===== src/rtl/bus_fifo_periph_if.sv =====
`default_nettype none
// ============================================================================
// Module   : bus_fifo_periph_if
// Brief    : Word bus between bus_cdc and bus_fifo_periph. The bus side drives
//            address/data/write strobe; the peripheral returns combinational
//            read data and a busy flag.
// Revision : 1.0 - initial release
// ============================================================================
interface bus_fifo_periph_if #(
    parameter int DATA_WIDTH = 32
) ();
    logic [31:0]           address_i;
    logic [DATA_WIDTH-1:0] data_i;
    logic                  we_i;
    logic [DATA_WIDTH-1:0] data_o;
    logic                  module_busy_o;

    // Bus side (bus_cdc or a testbench)
    modport master (
        output address_i,
        output data_i,
        output we_i,
        input  data_o,
        input  module_busy_o
    );

    // Peripheral side
    modport slave (
        input  address_i,
        input  data_i,
        input  we_i,
        output data_o,
        output module_busy_o
    );
endinterface
`default_nettype wire


===== src/rtl/bus_fifo_periph.sv =====
`default_nettype none
// ============================================================================
// Module   : bus_fifo_periph
// Brief    : Memory-mapped FIFO peripheral. PUSH/POP/STATUS/CTRL registers at
//            BASE_ADDR + 0x0..0x10. The head word is held in a register that
//            is refilled from the FIFO memory in a one-cycle PREFETCH state,
//            during which module_busy_o is high and bus writes are ignored.
// Revision : 1.0 - initial release
// ============================================================================
module bus_fifo_periph #(
    parameter logic [31:0] BASE_ADDR  = 32'h0000_0000,
    parameter int          DEPTH      = 16,   // power of two, 2..256
    parameter int          DATA_WIDTH = 32    // must hold STATUS (>= 16+log2(DEPTH)+1)
) (
    input wire             clk_i,
    input wire             reset_i,
    bus_fifo_periph_if.slave bus
);

    localparam int c_AW = $clog2(DEPTH);  // pointer width
    localparam int c_CW = c_AW + 1;       // count width, holds 0..DEPTH

    localparam logic [c_AW-1:0] c_PTR_ONE   = c_AW'(1);
    localparam logic [c_CW-1:0] c_CNT_ONE   = c_CW'(1);
    localparam logic [c_CW-1:0] c_CNT_DEPTH = c_CW'(DEPTH);

    // Register offsets relative to BASE_ADDR
    localparam logic [31:0] c_OFF_PUSH   = 32'h0000_0000;
    localparam logic [31:0] c_OFF_HEAD   = 32'h0000_0004;
    localparam logic [31:0] c_OFF_POP    = 32'h0000_0008;
    localparam logic [31:0] c_OFF_STATUS = 32'h0000_000C;
    localparam logic [31:0] c_OFF_CTRL   = 32'h0000_0010;

    typedef enum logic [0:0] {
        S_IDLE     = 1'b0,
        S_PREFETCH = 1'b1
    } state_t;

    state_t                r_state;
    logic                  r_busy;
    logic [DATA_WIDTH-1:0] r_mem [DEPTH];
    logic [c_AW-1:0]       r_wr_ptr;
    logic [c_AW-1:0]       r_rd_ptr;
    logic [c_CW-1:0]       r_count;
    logic [DATA_WIDTH-1:0] r_head;
    logic                  r_overflow;
    logic                  r_underflow;

    logic [31:0]           w_off;
    logic                  w_hit_push;
    logic                  w_hit_head;
    logic                  w_hit_pop;
    logic                  w_hit_status;
    logic                  w_hit_ctrl;
    logic                  w_full;
    logic                  w_empty;
    logic                  w_mem_we;
    logic [DATA_WIDTH-1:0] w_status;
    logic [DATA_WIDTH-1:0] w_rdata;

    // Address decode: only exact word offsets hit; anything else is unmapped
    assign w_off        = bus.address_i - BASE_ADDR;
    assign w_hit_push   = (w_off == c_OFF_PUSH);
    assign w_hit_head   = (w_off == c_OFF_HEAD);
    assign w_hit_pop    = (w_off == c_OFF_POP);
    assign w_hit_status = (w_off == c_OFF_STATUS);
    assign w_hit_ctrl   = (w_off == c_OFF_CTRL);

    assign w_full  = (r_count == c_CNT_DEPTH);
    assign w_empty = (r_count == '0);

    // A memory write happens only for an accepted push; reset and PREFETCH block it
    assign w_mem_we = !reset_i && (r_state == S_IDLE) && bus.we_i && w_hit_push && !w_full;

    // Assemble the STATUS word: count in the upper half, flags in the low nibble
    always_comb begin
        w_status               = '0;
        w_status[16 +: c_CW]   = r_count;
        w_status[3]            = w_full;
        w_status[2]            = w_empty;
        w_status[1]            = r_underflow;
        w_status[0]            = r_overflow;
    end

    // Read mux: HEAD reads 0 when the FIFO is empty, write-only/unmapped read 0
    always_comb begin
        w_rdata = '0;
        if (w_hit_head && !w_empty) begin
            w_rdata = r_head;
        end else if (w_hit_status) begin
            w_rdata = w_status;
        end
    end

    assign bus.data_o        = w_rdata;
    assign bus.module_busy_o = r_busy;

    // FIFO storage; contents are never reset, validity is tracked by count
    always_ff @(posedge clk_i) begin
        if (w_mem_we) begin
            r_mem[r_wr_ptr] <= bus.data_i;
        end
    end

    // Control FSM: pointers, count, head register, sticky flags and busy
    always_ff @(posedge clk_i) begin
        if (reset_i) begin
            r_state     <= S_IDLE;
            r_busy      <= 1'b0;
            r_wr_ptr    <= '0;
            r_rd_ptr    <= '0;
            r_count     <= '0;
            r_head      <= '0;
            r_overflow  <= 1'b0;
            r_underflow <= 1'b0;
        end else begin
            case (r_state)
                S_IDLE: begin
                    if (bus.we_i && w_hit_push) begin
                        if (!w_full) begin
                            r_wr_ptr <= r_wr_ptr + c_PTR_ONE;
                            r_count  <= r_count + c_CNT_ONE;
                            // First word into an empty FIFO must be fetched into head
                            if (w_empty) begin
                                r_state <= S_PREFETCH;
                                r_busy  <= 1'b1;
                            end
                        end else begin
                            r_overflow <= 1'b1;
                        end
                    end else if (bus.we_i && w_hit_pop) begin
                        if (!w_empty) begin
                            r_rd_ptr <= r_rd_ptr + c_PTR_ONE;
                            r_count  <= r_count - c_CNT_ONE;
                            if (r_count != c_CNT_ONE) begin
                                r_state <= S_PREFETCH;
                                r_busy  <= 1'b1;
                            end else begin
                                r_head <= '0;
                            end
                        end else begin
                            r_underflow <= 1'b1;
                        end
                    end else if (bus.we_i && w_hit_status) begin
                        // Write-one-to-clear on the two sticky error flags
                        if (bus.data_i[0]) begin
                            r_overflow <= 1'b0;
                        end
                        if (bus.data_i[1]) begin
                            r_underflow <= 1'b0;
                        end
                    end else if (bus.we_i && w_hit_ctrl && bus.data_i[0]) begin
                        // Flush: empty the FIFO logically, memory left as is
                        r_wr_ptr    <= '0;
                        r_rd_ptr    <= '0;
                        r_count     <= '0;
                        r_head      <= '0;
                        r_overflow  <= 1'b0;
                        r_underflow <= 1'b0;
                    end
                end
                S_PREFETCH: begin
                    // rd_ptr already points at the new head; no write can race it
                    r_head  <= r_mem[r_rd_ptr];
                    r_state <= S_IDLE;
                    r_busy  <= 1'b0;
                end
                default: begin
                    r_state <= S_IDLE;
                    r_busy  <= 1'b0;
                end
            endcase
        end
    end

endmodule
`default_nettype wire


===== src/flat_wrapper.sv =====
// flat-port wrapper written by rule: the top's interface ports become plain ports
module bus_fifo_periph_flat 
#(
    parameter logic [31:0] BASE_ADDR  = 32'h0000_0000,
    parameter int          DEPTH      = 16,                          
    parameter int          DATA_WIDTH = 32                                             
)
  (clk_i, reset_i, bus_address_i, bus_data_i, bus_we_i, bus_data_o, bus_module_busy_o);
  bus_fifo_periph_if #(.DATA_WIDTH(DATA_WIDTH)) bus_i ();
  input wire clk_i;
  input wire reset_i;
  input wire logic [$bits(bus_i.address_i)-1:0] bus_address_i;
  input wire logic [$bits(bus_i.data_i)-1:0] bus_data_i;
  input wire logic [$bits(bus_i.we_i)-1:0] bus_we_i;
  output wire logic [$bits(bus_i.data_o)-1:0] bus_data_o;
  output wire logic [$bits(bus_i.module_busy_o)-1:0] bus_module_busy_o;
  assign bus_i.address_i = bus_address_i;
  assign bus_i.data_i = bus_data_i;
  assign bus_i.we_i = bus_we_i;
  assign bus_data_o = bus_i.data_o;
  assign bus_module_busy_o = bus_i.module_busy_o;
  bus_fifo_periph #(.BASE_ADDR(BASE_ADDR), .DEPTH(DEPTH), .DATA_WIDTH(DATA_WIDTH)) u_core (.clk_i(clk_i), .reset_i(reset_i), .bus(bus_i));
endmodule

===== config.mk =====
export PLATFORM = sky130hd
export DESIGN_NAME = bus_fifo_periph_flat
export DESIGN_NICKNAME = d
export VERILOG_FILES = /design/src/rtl/bus_fifo_periph_if.sv /design/src/rtl/bus_fifo_periph.sv /design/src/flat_wrapper.sv
export SDC_FILE = /design/constraint.sdc
export NUM_CORES = 1
export LEC_CHECK = 0
export CAP_MARGIN = 5
export CORE_ASPECT_RATIO = 1.2
export CORE_UTILIZATION = 28
export DETAILED_ROUTE_END_ITERATION = 7
export GPL_TIMING_DRIVEN = 0
export PLACE_DENSITY = 0.55
export SYNTH_ARGS = -nofsm -noshare
export SYNTH_HDL_FRONTEND = slang
export SYNTH_SLANG_ARGS = --single-unit

===== constraint.sdc =====
create_clock -name clk_i -period 4.5 [get_ports clk_i]
set_clock_uncertainty 0.15 [all_clocks]
set_input_delay 1.125 -clock clk_i [delete_from_list [all_inputs] [get_ports clk_i]]
set_output_delay 1.125 -clock clk_i [all_outputs]
set_load 0.02 [all_outputs]

# Yosys cells after proc, flatten, opt, wreduce, memory -nomap -nowiden
# Memories as Yosys holds them, arrays and structs flattened. A register that Yosys moved wholly into a read port is not among the register bits.
# Cells that the tools add are included.
# W data, S select, Z words.
dict set report op_classes {
  add_sub_neg 4
  eq_ne 27
  mux 49
  bitwise_logic 2
  reduce_logical 27
}
# operator count
set op_table {}
lappend op_table {{$mux W32} 7}
lappend op_table {{$eq A32 B4 Y1 const B} 2}
lappend op_table {{$pmux W32 S2} 1}
lappend op_table {{$mux W4} 9}
lappend op_table {{$reduce_and A5 Y1} 7}
lappend op_table {{$eq A32 B3 Y1 const B} 1}
lappend op_table {{$eq A32 B5 Y1 const B} 1}
lappend op_table {{$logic_not A32 Y1} 1}
lappend op_table {{$mux W5} 6}
lappend op_table {{$ne A3 B3 Y1 const B} 9}
lappend op_table {{$mux W1} 23}
lappend op_table {{$mux W21} 1}
lappend op_table {{$logic_and A1 B1 Y1} 10}
lappend op_table {{$ne A2 B1 Y1 const B} 5}
lappend op_table {{$ne A3 B2 Y1 const B} 3}
lappend op_table {{$reduce_bool A3 Y1} 3}
lappend op_table {{$add A4 B1 Y4 const B} 2}
lappend op_table {{$ne A2 B2 Y1 const B} 3}
lappend op_table {{$add A5 B1 Y5 const B} 1}
lappend op_table {{$eq A5 B5 Y1 const B} 1}
lappend op_table {{$logic_not A5 Y1} 1}
lappend op_table {{$ne A5 B1 Y1 const B} 1}
lappend op_table {{$sub A5 B1 Y5 const B} 1}
lappend op_table {{$pmux W1 S2} 2}
lappend op_table {{other kinds (4)} 8}
dict set report totals {
  reg_bits 49
  mem_bits_rw 512
  inputBits 67
  out_inout_bits 33
  n_memories 1
}
# memory depth width read_ports rd_clocked_by_memory_dff wr line
set memory_table {}
lappend memory_table {u_core.r_mem 16 32 1 1 1 bus_fifo_periph.sv:41} ;# logic [DATA_WIDTH-1:0] r_mem [DEPTH];

# Longest topological paths before layout
dict set report logic_depth {
  word_depth 8
  mapped_depth 9
  mapped_depth_nobuf 7
}

# Worst setup path after synthesis
# No wires, ideal clock.
dict set report synth_timing {
  kind {input-to-output}
  from {in bus_address_i[20]}
  to {out bus_data_o[16]}
  arrival_time_ns 2.945
  t_required_ns 3.225
  setup_slack_ns 0.280
  path_stages 8
  cell_sequence {or4_4 -> or3_1 -> buf_2 -> nor2_4 -> and4_1 -> buf_4 -> buf_6 -> a22o_1}
}
dict set report synth_via {
  elab_chain_cells 3
  word_cells_on_any_way 5
  classes_between {eq/ne: 2; mux: 2; reduce/logical: 1}
}
# element line
set synth_rtl {}
lappend synth_rtl {{from (decl)} flat_wrapper.sv:12} ;# input wire logic [$bits(bus_i.address_i)-1:0] bus_address_i;
lappend synth_rtl {{$eq A32 B4 Y1 / $eq A32 B3 Y1 (equally long branches)} {bus_fifo_periph.sv:66, bus_fifo_periph.sv:64}}
lappend synth_rtl {{$mux W21 / $logic_and A1 B1 Y1 (equally long branches)} {bus_fifo_periph.sv:90, bus_fifo_periph.sv:88}}
lappend synth_rtl {{$mux W32 (*)} bus_fifo_periph.sv:88} ;# if (w_hit_head && !w_empty) begin
lappend synth_rtl {{to (decl)} flat_wrapper.sv:15} ;# output wire logic [$bits(bus_i.data_o)-1:0] bus_data_o;
# Every way passes the cells marked *; elsewhere a longest branch is shown, timed or not.

# Worst setup path in the final report
dict set report layout_timing {
  from {in bus_address_i[21]}
  to {out bus_data_o[23]}
}
dict set report layout_via {
  elab_chain_cells 3
}
# element line
set layout_rtl {}
lappend layout_rtl {{$eq A32 B3 Y1} bus_fifo_periph.sv:64} ;# assign w_hit_head = (w_off == c_OFF_HEAD);
lappend layout_rtl {{$logic_and A1 B1 Y1} bus_fifo_periph.sv:88}
lappend layout_rtl {{$mux W32} bus_fifo_periph.sv:88}
# No other way between the ends.

==> flow_summary.ini <==
[logic_synthesis]
synth_cell_types = 54
synth-xor-area-share = 0.000394
synthAdderAreaFrac = 0.00506
syn_inst = 1303
synthSimpleGateAreaFrac = 0.0681
synth_area_um2 = 22200
synth_warnings = 0
synth_edf_count = 512
ys_async_sr_fraction = 0
synth_top_family_by_area = multiplexers
synth_nets = 1379
synthFlopType = edfxtp_1
synth-compound-area-share = 0.0624
ys_seq_area_frac = 0.739
syn_avg_cell_area_um2 = 17.1
synth_mux_area_frac = 0.108
ys_ff_latch = 565

[placed_design]
place_congestion = 0.831
dp_slack_ns = -1.10
placedCellCount = 2443
dp_hpwl_um = 37600
port_buffers = 98
dpl_cell_area_um2 = 24800

[floorplanning]
num_rows = 112
coreArea_um2 = 78200
ios = 100
start_util = 0.284
die_h_um = 311
die_area_um2 = 80500
die_width_um = 259

[routing]
drtPass1Iterations = 5
dr_total_vias = 12500
via_per_inst = 4.90
wirelength_um = 58000
wl_per_cell_um = 22.7
route.detailed.drc = 0
drt_iter0_drc = 1041
postRouteAntennaNets = 0

[clock_network]
cts_sinks = 565
clk_pin_slew_ns = 0.06
cts_tree = built
htree_num_levels = 2
clk_latency_ns = 0.59
clockBufferDepth = 3
cts_root_buffer = clkbuf_16
cts_buffers = 54
ctsHoldBuffers = 0

[critical_path]
path_cells = clkdlybuf4s50_1, nor4_2, nand4_1, nor2_4, and4_4, buf_12, buf_12, and2_4, buf_6
crit_path_start_kind = input pin
critical_path.max_fanout = 6
crit_top_cell = buf_12
max_stage_delay_ns = 0.42
critical_path_class = input pin to output port
cp_slowest_cell = clkdlybuf4s50_1
endpoint_kind = output port
cp.arrival_ns = 3.18
required_ns = 3.22

[layout]
post-route-util = 0.344
area_delta_synth_final_pct = 20.9
final_nets = 1557
stdcell_count = 2553
postLayoutCellArea_um2 = 26900
final_layout_size_suffix_gt1_frac = 0.175
n_antenna_cell = 0
fillers = 7400

[run]
drv_cap = 0

[global_route]
grt_pass1_wl_um = 84900
grt_overflow = 0
busiest_layer = met2
grtUsageMet1 = 0.179
grt_start_max_net_pins = 28
grt_use_total = 0.142
use_met3 = 0.0281
grt_pass1_vias = 12886
use_met2 = 0.246
antenna_found_initial = 1

[timing]
finalSetupTns_ns = 0
slew_headroom = 0.175
timing.final.crit_period_ns = 4.45
hold_ws_ns = 0.369
finalHoldViolCount = 0
max_freq_mhz = 225
finalSetupViolCount = 0
drv_slew = 0
fin_crit_sh = 0.990
tightest_slew_ns = 1.24
finalWorstSetupSlack_ns = 0.0468

[hold_path]
hold_class = register to register

[power_and_ir_drop]
peakVddDrop_v = 0.000269
p_leak_nw = 8.16
power.density_nw_per_um2 = 392
power.total_mw = 10.5

[outcome]
status = finished, final reports clean
==> final timing paths <==
| check | startpoint | end | slack (ns) | cells after the start |
|---|---|---|---|---|
| worst min register to register | u_core.r_wr_ptr[0] | u_core.r_wr_ptr[0] | 0.37 | 2 |
| worst min-delay path | u_core.r_wr_ptr[0] | u_core.r_wr_ptr[0] | 0.37 | 2 |
| worst max register to register | u_core.r_state | u_core.r_head[27] | 1.04 | 5 |
| worst max-delay path | bus_address_i[21] | bus_data_o[23] | 0.05 | 9 |
==> power breakdown <==
group / internal (mW) / total [mW] / switching (mW)
combinational: 0.0573 / 0.159 / 0.101
sequential: 5.71 / 5.71 / 0.0000000000466
clock: 2.73 / 4.67 / 1.94
==> sequential cells by signal (all words and copies together), names as in the netlist, named ones only <==
register,flops
u_core.r_mem,512
u_core.r_head,32
u_core.r_count,5
u_core.r_rd_ptr,4
u_core.r_wr_ptr,4
u_core.bus.module_busy_o,1
u_core.r_overflow,1
u_core.r_state,1
u_core.r_underflow,1
==> placed cells by master (no fill, tap or decap), types with 17 or more instances in the layout <==
cell               n
nand2_1           50
mux4_2            64
a211oi_1          34
nor2b_1           71
buf_12            18
edfxtp_1         512
nand3_1           41
buf_6             24
a221oi_1          33
mux2i_1           97
clkbuf_1          73
dfxtp_1           53
clkbuf_16         54
and2_1            17
a21oi_1          110
clkdlybuf4s50_1   51
buf_2             17
==> cells by family after synthesis <==
| kind of cell | after synthesis |
|---|---|
| adder cells (fa/ha/maj) | 9 |
| multiplexers | 161 |
| AO/OA/AOI/OAI | 217 |
| XOR/XNOR | 1 |
| AND/OR/NAND/NOR | 262 |
| flip-flops | 565 |
| buffers and inverters | 88 |
==> cell usage after synthesis, drive strengths merged, types with 14 or more instances <==
master | n | area share
mux2i | 97 | 0.044
nand2 | 50 | 0.0084
a211oi | 34 | 0.011
and2 | 27 | 0.0076
buf | 20 | 0.0048
nand3 | 41 | 0.0092
dfxtp | 53 | 0.048
mux4 | 64 | 0.065
a21oi | 110 | 0.025
nor2 | 14 | 0.0027
nor2b | 71 | 0.020
a221oi | 33 | 0.013
clkbuf | 60 | 0.010
edfxtp | 512 | 0.69
and3 | 19 | 0.0053
==> worst max-delay path: cells and delay by family <==
family,cells,cell delay [ns]
buf+inv,4,0.85
simple gates,5,1.18
==> metal layers <==
| layer | routed length (µm) | vias up |
|---|---|---|
| li1 | - | 5555 |
| met1 | 23800 | 6434 |
| met2 | 29000 | 421 |
| met3 | 3780 | 88 |
| met4 | 1340 | 2 |
| met5 | 12 | - |
==> timing repair <==
item,4_1_cts,5_1_grt
gates cloned,1,0
resized for setup,235,12
endpoints found under the setup margin,32,31
pin swaps,12,9
buffers inserted,5,3
==> final cells by class <==
| cell class | instances | area (µm²) | area share |
|---|---|---|---|
| tap | 1026 | 1280 | 0.0477 |
| inverter | 8 | 30.0 | 0.00112 |
| clock buffer | 74 | 1500 | 0.0557 |
| clock inverter | 28 | 335 | 0.0125 |
| multi-input combinational | 650 | 5560 | 0.207 |
| timing repair buffer | 123 | 1380 | 0.0513 |
| sequential | 565 | 16400 | 0.611 |
| buffer | 79 | 369 | 0.0137 |
Power figures use the tool's default switching activity.
